[config.mk]
export PLATFORM = sky130hd
export DESIGN_NAME = fir_datapath
export DESIGN_NICKNAME = d
export VERILOG_FILES = /design/src/rtl/fir_pkg.sv /design/src/rtl/fir_alu.sv /design/src/rtl/fir_datapath.sv
export SDC_FILE = /design/constraint.sdc
export NUM_CORES = 1
export LEC_CHECK = 0
export CELL_PAD_IN_SITES_DETAIL_PLACEMENT = 0
export CELL_PAD_IN_SITES_GLOBAL_PLACEMENT = 1
export CORE_MARGIN = 8
export CORE_UTILIZATION = 45
export DETAILED_ROUTE_END_ITERATION = 7
export MAX_ROUTING_LAYER = met4
export PLACE_DENSITY_LB_ADDON = 0.1
export RECOVER_POWER = 50
export SYNTH_ARGS = -nofsm -noshare
export SYNTH_HDL_FRONTEND = slang
export SYNTH_SLANG_ARGS = --single-unit
[constraint.sdc]
create_clock -name clk -period 19.1 [get_ports clk]
set_input_delay 3.82 -clock clk [delete_from_list [all_inputs] [get_ports clk]]
set_output_delay 3.82 -clock clk [all_outputs]
set_load 0.03 [all_outputs]
[src/rtl/fir_pkg.sv]
// rtl/fir_pkg.sv - shared types and constants for the FIR datapath
// Saturation option (FIR_DATAPATH_SATURATE_EN) lives in fir_alu.
package fir_pkg;

   localparam int REG_W    = 17;
   localparam int NUM_REGS = 16;
   localparam int MSB      = REG_W - 1;

   typedef enum logic [2:0] {
      OP_NOP   = 3'b000,
      OP_COPY  = 3'b001,
      OP_LOAD1 = 3'b010,
      OP_LOAD2 = 3'b011,
      OP_ADD   = 3'b100,
      OP_SUB   = 3'b101,
      OP_MUL   = 3'b110,
      OP_RSVD  = 3'b111
   } op_e;

   typedef logic [3:0] reg_idx_t;
   typedef logic signed [REG_W-1:0] reg_word_t;
   typedef logic signed [2*REG_W-1:0] prod_t;

   // Clamp limits of the 17-bit signed range.
   localparam reg_word_t SAT_MAX = 17'sh0FFFF;
   localparam reg_word_t SAT_MIN = 17'sh10000;

   // Q15 scaling applied to products.
   localparam int FRAC_BITS = 15;

   function automatic logic is_arith(input op_e op);
      return (op == OP_ADD) || (op == OP_SUB) || (op == OP_MUL);
   endfunction

endpackage

[src/rtl/fir_alu.sv]
// rtl/fir_alu.sv - combinational ADD/SUB/MUL with overflow detection
// Define FIR_DATAPATH_SATURATE_EN to clamp overflowing results instead of wrapping.
module fir_alu
   import fir_pkg::*;
(
   input  op_e       op,
   input  reg_word_t a,
   input  reg_word_t b,
   output reg_word_t result,
   output logic      overflow
);

   reg_word_t sum;
   reg_word_t diff;
   prod_t     prod;
   prod_t     shifted;
   reg_word_t raw;
   logic      ovf;

   always_comb begin
      sum     = a + b;
      diff    = a - b;
      prod    = a * b;
      shifted = prod >>> FRAC_BITS;
      raw     = '0;
      ovf     = 1'b0;
      case (op)
         OP_ADD: begin
            raw = sum;
            ovf = (a[MSB] == b[MSB]) && (sum[MSB] != a[MSB]);
         end
         OP_SUB: begin
            // a and -b share a sign exactly when a and b differ in sign.
            raw = diff;
            ovf = (a[MSB] != b[MSB]) && (diff[MSB] != a[MSB]);
         end
         OP_MUL: begin
            raw = shifted[MSB:0];
            ovf = shifted[2*REG_W-1:MSB] != {(REG_W+1){shifted[MSB]}};
         end
         default: begin
            raw = '0;
            ovf = 1'b0;
         end
      endcase
   end

   assign overflow = ovf;

`ifdef FIR_DATAPATH_SATURATE_EN
   // On ADD/SUB overflow the true result carries the sign of a.
   logic neg;
   assign neg    = (op == OP_MUL) ? shifted[2*REG_W-1] : a[MSB];
   assign result = ovf ? (neg ? SAT_MIN : SAT_MAX) : raw;
`else
   assign result = raw;
`endif

endmodule

[src/rtl/fir_datapath.sv]
// rtl/fir_datapath.sv - 16x17-bit register file executing one command per cycle
// Saturating arithmetic selected by FIR_DATAPATH_SATURATE_EN (see fir_alu).
module fir_datapath
   import fir_pkg::*;
(
   input  logic                clk,
   input  logic                n_rst,
   input  logic [2:0]          op,
   input  logic [3:0]          src1,
   input  logic [3:0]          src2,
   input  logic [3:0]          dest,
   input  logic [15:0]         ext_data1,
   input  logic [15:0]         ext_data2,
   output logic [REG_W-1:0]    outreg_data,
   output logic                overflow
);

   op_e       cmd;
   reg_idx_t  rd1_idx;
   reg_idx_t  rd2_idx;
   reg_idx_t  wr_idx;
   reg_word_t regs [NUM_REGS];
   reg_word_t alu_result;
   logic      alu_ovf;
   reg_word_t wr_data;
   logic      wr_en;

   assign cmd     = op_e'(op);
   assign rd1_idx = src1;
   assign rd2_idx = src2;
   assign wr_idx  = dest;

   fir_alu u_alu (
      .op       (cmd),
      .a        (regs[rd1_idx]),
      .b        (regs[rd2_idx]),
      .result   (alu_result),
      .overflow (alu_ovf)
   );

   always_comb begin
      wr_en   = 1'b1;
      wr_data = alu_result;
      case (cmd)
         OP_COPY:                wr_data = regs[rd1_idx];
         OP_LOAD1:               wr_data = {1'b0, ext_data1};
         OP_LOAD2:               wr_data = {1'b0, ext_data2};
         OP_ADD, OP_SUB, OP_MUL: wr_data = alu_result;
         default:                wr_en   = 1'b0;
      endcase
   end

   // Sources are read from the pre-edge array, so src==dest hazards use the old value.
   always_ff @(posedge clk or negedge n_rst) begin
      if (!n_rst) begin
         for (int i = 0; i < NUM_REGS; i++) begin
            regs[i] <= '0;
         end
         overflow <= 1'b0;
      end else begin
         if (wr_en) begin
            regs[wr_idx] <= wr_data;
         end
         overflow <= is_arith(cmd) && alu_ovf;
      end
   end

   assign outreg_data = regs[0];

endmodule

==> results of run 1 <==
-- area by class of cell --
cell class	instances	area, sq um
clock buffer	32	734
clock inverter	15	196
fill	5624	30600
inverter	367	1380
multi-input combinational	1968	18100
sequential	273	6830
tap	782	978
timing repair buffer	130	1120
-- worst reg2reg max path, stage by stage (launching register included) --
cell and delay (ps):
dfrtp_1 380, mux4_2 250, mux4_2 560, clkinv_1 550, nor2_1 320, inv_1 100, fa_1 520, inv_1 140
fa_1 930, fa_1 550, fa_1 600, fa_1 440, fa_1 520, ha_1 510, nand4_1 250, nor3_1 580
nand3_1 150, a211oi_1 180, nand3b_1 440, xnor2_1 190, o22ai_1 110, nor2_1 820, a21oi_1 180
-- state kept, by name (all words and copies together), names as in the netlist --
name,flops
outreg_data,17
regs,255
overflow,1
-- cells in the mapped netlist, drive strengths merged (6+ instances only) --
cell / instances / area share (%)
a31oi: 11 / 0.25
o31ai: 6 / 0.18
o21ai: 136 / 2.5
xor2: 10 / 0.32
xnor2: 29 / 0.94
nand2b: 16 / 0.37
nand4: 10 / 0.29
a21oi: 216 / 4.0
o22ai: 8 / 0.18
o211ai: 7 / 0.19
fa: 297 / 22
nor3: 16 / 0.30
clkbuf: 138 / 1.9
ha: 114 / 5.3
dfrtp: 273 / 25
mux2: 47 / 2.1
o21a: 9 / 0.25
a211oi: 11 / 0.32
nand2: 303 / 4.2
a221oi: 7 / 0.34
mux2i: 34 / 1.3
nand3b: 7 / 0.19
nor2b: 9 / 0.21
a22oi: 14 / 0.39
a21o: 28 / 0.78
inv: 358 / 5.0
nor2: 379 / 5.3
buf: 52 / 1.2
clkinv: 9 / 0.12
mux4: 143 / 12
or3: 6 / 0.14
nand3: 36 / 0.67
-- routing by layer --
metal | part of all wire (%) | vias up
li1 | - | 9189
met1 | 43 | 10686
met2 | 48 | 659
met3 | 5.1 | 151
met4 | 3.3 | 0
met5 | 0 | -
-- path summary, 6_finish.rpt --
kind	from	end	slack, ps	depth (start not counted)
hold reg to reg	regs[226]	regs[226]	500	2
max in group asynchronous	n_rst	regs[2]	6430	3
hold / removal	regs[226]	regs[226]	500	2
setup reg to reg	outreg_data[16]	regs[203]	9660	22
min in group asynchronous	n_rst	regs[228]	6060	1
setup / recovery	src2[3]	regs[203]	5680	24
-- metrics by stage --
stage               area, sq um  hold slack, ps  util, %
floorplan                 27100             461        -
global placement          28400             474     47.5
detailed placement        28400             488     47.5
CTS                       29400             503     49.0
global route              29300             526     49.0
finish                    29300             497     49.0
-- cell families (layout without fill, tap and decap cells) --
| family | Yosys count | count (layout) |
|---|---|---|
| and+or+nand+nor | 806 | 806 |
| AOI/OAI and AO/OA | 488 | 488 |
| xor gates and xnor gates | 39 | 39 |
| buffers and inverters | 557 | 544 |
| muxes | 224 | 224 |
| adders and majority gates | 411 | 411 |
| DFF | 273 | 273 |
==> results.rst, run 1 <==
.. list-table::
   :header-rows: 1

   * - Metric
     - Value
   * - Total routed wirelength
     - between 80 and 90 mm
   * - Number of global-route vias before repair
     - 21,941
   * - TritonCTS clock tree
     - done
   * - Antenna violations before repair
     - 0
   * - Antenna Diode Count
     - 0
   * - Post-Syn Nets
     - about 3,300
   * - Kind of critical path
     - in2reg
   * - Dominant delay contributor by cell family on the critical path
     - adder cells
   * - Post-Syn Instances
     - ~2,800
   * - GRT Max-Usage Layer
     - met2
   * - 1st-iter DRT viols
     - around 1,800
   * - Transition time of the tightest slew-check pin
     - 7370 ps
   * - Final period demand of the worst path
     - about 13,000 ps
   * - Met1 layer usage reported by global route
     - a little under two fifths
   * - Overall die area
     - approximately 68,000 sq um
   * - Fraction of registers with async set/reset
     - 100%
   * - Sort of element at the end of the critical path
     - register
   * - Post-route DRC violation count
     - 0
   * - Total iterations of the first detailed-routing run
     - 5
   * - Cts repair resizes
     - 0
   * - Average size of a mapped cell
     - 9.68 sq um
   * - Worst setup margin
     - approximately 5700 ps
   * - Max-slew violations
     - 205
   * - Unrepaired setup endpoints after global routing
     - no
   * - Fraction of synthesized area in multiplexers
     - approximately 15%
   * - Setup WS pre-CTS
     - just over 5000 ps
   * - TritonCTS Sinks
     - about 270
   * - Global-route wire length before repair
     - 138 mm
   * - Cell-by-cell listing of the critical path
     - clkdlybuf4s50_1 -> clkinv_1 -> buf_4 -> mux2i_1 -> mux2_4 -> inv_1 -> nand2_1 -> fa_1 -> inv_1 -> fa_1 -> fa_1 -> fa_1 -> fa_1 -> fa_1 -> ha_1 -> nand4_1 -> nor3_1 -> nand3_1 -> a211oi_1 -> nand3b_1 -> xnor2_1 -> o22ai_1 -> nor2_1 -> a21oi_1
   * - Per-cell routed wire length
     - ~25 um
   * - Largest clock skew in the final design
     - approximately 12 ps
   * - Primary flip-flop cell chosen by synthesis mapping
     - dfrtp_1
   * - Clock-pin slew of the registers on the worst-case setup and hold paths
     - 70 ps
   * - Global routing usage on met2
     - approximately 45%
   * - DP Wirelength
     - 65.6 mm
   * - Ratio of cells with drive above 1 in the final layout
     - about 12%
   * - Maximum number of pins on one net before global-route repair
     - between 100 and 150
   * - Synthesized-area fraction occupied by xor and xnor cells
     - under 10%
   * - Unique masters post-synth
     - 75
   * - Outcome
     - complete, but fails checks
   * - Number of nets in the layout
     - roughly 3,200
   * - Post-synthesis instance area
     - around 27,000 sq um
   * - Root buffer selected by CTS
     - clkbuf_16
   * - Failing checks
     - capacitance limit, slew limit
   * - Bufs on Longest Clock Path
     - 3
   * - Post-synthesis share of cell area spent on and, or, nand and nor gates
     - about 12%
   * - YS warnings
     - 0
   * - Layout overhead on the synthesized area
     - 8.32%
   * - Final period util
     - 70.3%
   * - Number of rows created at floorplan
     - 90
   * - Area fraction in compound gates after synthesis
     - 10.6%
   * - X dimension of the die
     - 261 um
   * - Routed vias/inst
     - 5.80
   * - Worst EP required
     - slightly below 20,000 ps
   * - Setup TNS after final layout
     - 0 ps
   * - Number of buffers inserted during clock tree synthesis
     - 27
   * - Maximum fanout along the worst path
     - 16
   * - Placed insts
     - 3,520
   * - Flip-flop and latch count after synthesis
     - approximately 270
   * - Hold crit path type
     - reg2reg
   * - Share of synthesized area occupied by flip-flops and latches
     - roughly a quarter
   * - Endpoints failing hold
     - 0
   * - CTS hold repair buffers
     - 0
   * - Final setup violation count
     - 0
   * - Effective utilization at floorplan
     - 45.2%
   * - Most common library cell in the layout ignoring fill and taps
     - nor2_1
   * - Chip Height
     - about 260 um
   * - Count of buffer and inverter cells on the critical path
     - 5
   * - Critical Path Start Type
     - input pin
   * - Slowest-stage cell, CP
     - fa_1
   * - Dominant combinational cell family by area after synthesis
     - adder cells
   * - Final instance count without filler cells
     - about 3,600
   * - Final global-route overflow total
     - 0
   * - Total track usage
     - 27.7%
   * - Final weighted congestion of routability-driven global placement
     - 0.941
   * - CP Data Arrival Time
     - 13,800 ps
   * - Met3 Use GR
     - 2.23%
   * - Clock latency on the worst-skew pair
     - 550 ps
   * - Remaining number of nets flagged by the antenna check after routing
     - 0
   * - Placeable core region
     - roughly 60,000 sq um
   * - Post-CTS setup buffer count
     - 0
   * - Number of primary I/O pins
     - 67
   * - Number of I/O port buffers
     - 66
   * - Critical path's largest stage delay
     - about 920 ps
   * - Most frequent cells in the layout
     - nor2_1, inv_1, nand2_1
   * - Depth of the CTS H-tree
     - 1
   * - Area share of fa/ha/maj cells after synthesis
     - between 20 and 30%
   * - Number of flops mapped to enable cells by yosys
     - 0
   * - Max-Cap Viols
     - 2
   * - CP most frequent cell
     - fa_1
   * - Worst relative slew slack
     - -391%
   * - Maximum clock rate
     - about 0.075 GHz
   * - Via Count
     - between 20,000 and 25,000
Power of run 1 is left out: the tool's default activity adds up to more than one toggle a clock period on the data nets, which glitch-free logic cannot reach.
==> run 2, diff against run 1 <==
==> constraint.sdc (replaced) <==
create_clock -name clk -period 13.75 [get_ports clk]
set_input_delay 2.75 -clock clk [delete_from_list [all_inputs] [get_ports clk]]
set_output_delay 2.75 -clock clk [all_outputs]
set_load 0.03 [all_outputs]
==> results.rst, run 2 (synthesis gave the netlist of run 1 again) <==
.. list-table::
   :header-rows: 1

   * - Metric
     - Value
   * - CP most frequent cell
     - fa_1
   * - Post-CTS setup buffer count
     - 0
   * - Clock latency on the worst-skew pair
     - about 560 ps
   * - Via Count
     - roughly 21,000
   * - Root buffer selected by CTS
     - clkbuf_16
   * - Final weighted congestion of routability-driven global placement
     - 0.935
   * - Number of cells on the critical path
     - 26
   * - Layout overhead on the synthesized area
     - 8.72%
   * - Worst EP required
     - 14,180 ps
   * - Antenna violations before repair
     - 1
   * - Cts repair resizes
     - 0
   * - TritonCTS Sinks
     - approximately 270
   * - Number of fillers in the final layout
     - 5,710
   * - Total track usage
     - roughly 28%
   * - CTS hold repair buffers
     - 0
   * - Placeable core region
     - ~60,000 sq um
   * - Final period demand of the worst path
     - around 12,000 ps
   * - 1st-iter DRT viols
     - approximately 1,700
   * - Chip Height
     - between 200 and 300 um
   * - Number of I/O port buffers
     - 66
   * - Dominant delay contributor by cell family on the critical path
     - adder cells
   * - Maximum clock rate
     - a little under 0.09 GHz
   * - Number of global-route vias before repair
     - ~22,000
   * - Ratio of cells with drive above 1 in the final layout
     - 12.5%
   * - Effective utilization at floorplan
     - a little under half
   * - Kind of critical path
     - in2reg
   * - Remaining number of nets flagged by the antenna check after routing
     - 0
   * - Slowest-stage cell, CP
     - o21ai_2
   * - Met3 Use GR
     - about 2.4%
   * - Overall die area
     - slightly below 70,000 sq um
   * - Flop2flop setup slack
     - slightly below 5000 ps
   * - Final hold slack
     - 505 ps
   * - Number of primary I/O pins
     - 67
   * - Largest clock skew in the final design
     - roughly 15 ps
   * - X dimension of the die
     - between 200 and 300 um
   * - CP Data Arrival Time
     - 12,000 ps
   * - Most frequent cells in the layout
     - nor2_1, inv_1, nand2_1
   * - Final global-route overflow total
     - 0
   * - TritonCTS clock tree
     - done
   * - Hold crit path type
     - reg2reg
   * - Routed vias/inst
     - 5.80
   * - Post-route DRC violation count
     - 0
   * - Depth of the CTS H-tree
     - 1
   * - Total iterations of the first detailed-routing run
     - 5
   * - Critical Path Start Type
     - input pin
   * - Per-cell routed wire length
     - approximately 25 um
   * - Number of nets in the layout
     - between 3,000 and 4,000
   * - Maximum fanout along the worst path
     - 16
   * - Worst relative slew slack
     - -194%
   * - Max-Cap Viols
     - 4
   * - Cells on Worst Hold Path
     - 2
   * - Max-slew violations
     - 280
   * - Most common library cell in the layout ignoring fill and taps
     - nor2_1
   * - Transition time of the tightest slew-check pin
     - 4410 ps
   * - Outcome
     - complete, but fails checks
   * - Met1 layer usage reported by global route
     - 36.6%
   * - Final core utilization
     - 49.2%
   * - Global-route wire length before repair
     - between 100 and 150 mm
   * - Final period util
     - between 80% and 90%
   * - Placed insts
     - between 3,000 and 4,000
   * - Failing checks
     - capacitance limit, slew limit
   * - Antenna Diode Count
     - 0
   * - Bufs on Longest Clock Path
     - 3
   * - Cell depth of the worst flop-to-flop path
     - 24
   * - Final instance count without filler cells
     - around 3,600
   * - Unrepaired setup endpoints after global routing
     - no
   * - DP Wirelength
     - ~67 mm
   * - Number of rows created at floorplan
     - 90
   * - Clock-pin slew of the registers on the worst-case setup and hold paths
     - 60 ps
   * - Maximum number of pins on one net before global-route repair
     - ~80
   * - Register name with the most flops
     - regs
   * - Count of buffer and inverter cells on the critical path
     - 6
   * - Endpoints failing hold
     - 0
   * - Global routing usage on met2
     - 45.4%
   * - Number of flip-flops under the largest register name
     - roughly 260
   * - Setup TNS after final layout
     - 0 ps
   * - GRT Max-Usage Layer
     - met2
   * - Sort of element at the end of the critical path
     - register
   * - Critical path's largest stage delay
     - about 700 ps
   * - Number of buffers inserted during clock tree synthesis
     - 27
   * - Final setup violation count
     - 0
   * - Total routed wirelength
     - between 90 and 100 mm
==> run 2: cell types whose count changed in the layout (fill, tap and decap cells not counted), moves of 2 or more <==
cell	before	now
clkbuf_1	3	6
clkinvlp_4	4	1
clkinv_4	3	0
clkdlybuf4s50_1	42	49
clkbuf_8	4	6
buf_4	67	77
dlygate4sd3_1	18	11
clkinv_2	4	6
==> run 2: cell type report <==
cell class                      count  area (sq um)  area share (%)
Clock buffer                       35           766            2.60
Tap cell                          782           978            3.32
Multi-Input combinational cell   1968         18100            61.5
Clock inverter                     13           178           0.603
Timing Repair Buffer              143          1220            4.14
Sequential cell                   273          6830            23.2
Inverter                          367          1380            4.68
==> run 2: stage by stage <==
| step | setup slack [ps] | cell area [sq um] |
|---|---|---|
| 2_1_floorplan | 2750 | 27100 |
| 5_1_grt | 1340 | 29500 |
| 4_1_cts | 2300 | 29500 |
| 3_3_place_gp | 1770 | 28500 |
| 6_report | 2180 | 29500 |
| 3_5_place_dp | 1730 | 28500 |
==> run 2: path summary, 6_finish.rpt <==
check / startpoint / to
worst max-delay path: src2[3] / regs[30]
worst min-delay path: regs[53] / regs[53]
worst max register to register: outreg_data[5] / regs[30]
worst min register to register: regs[53] / regs[53]
max in group asynchronous: n_rst / regs[66]
min in group asynchronous: n_rst / outreg_data[3]
==> run 2: tightest hold or removal path: cells and delay by family (launching register included) <==
kind            cells  cell delay (ps)
compound gates      1               70
flops               1              350
simple gates        1               50
==> run 2: routing by layer <==
layer	part of all wire, %	up-vias
met5	0	-
met4	3.6	0
met3	5.4	147
met2	49	690
met1	42	10738
li1	-	9212
Power of run 2 is left out for the same reason.
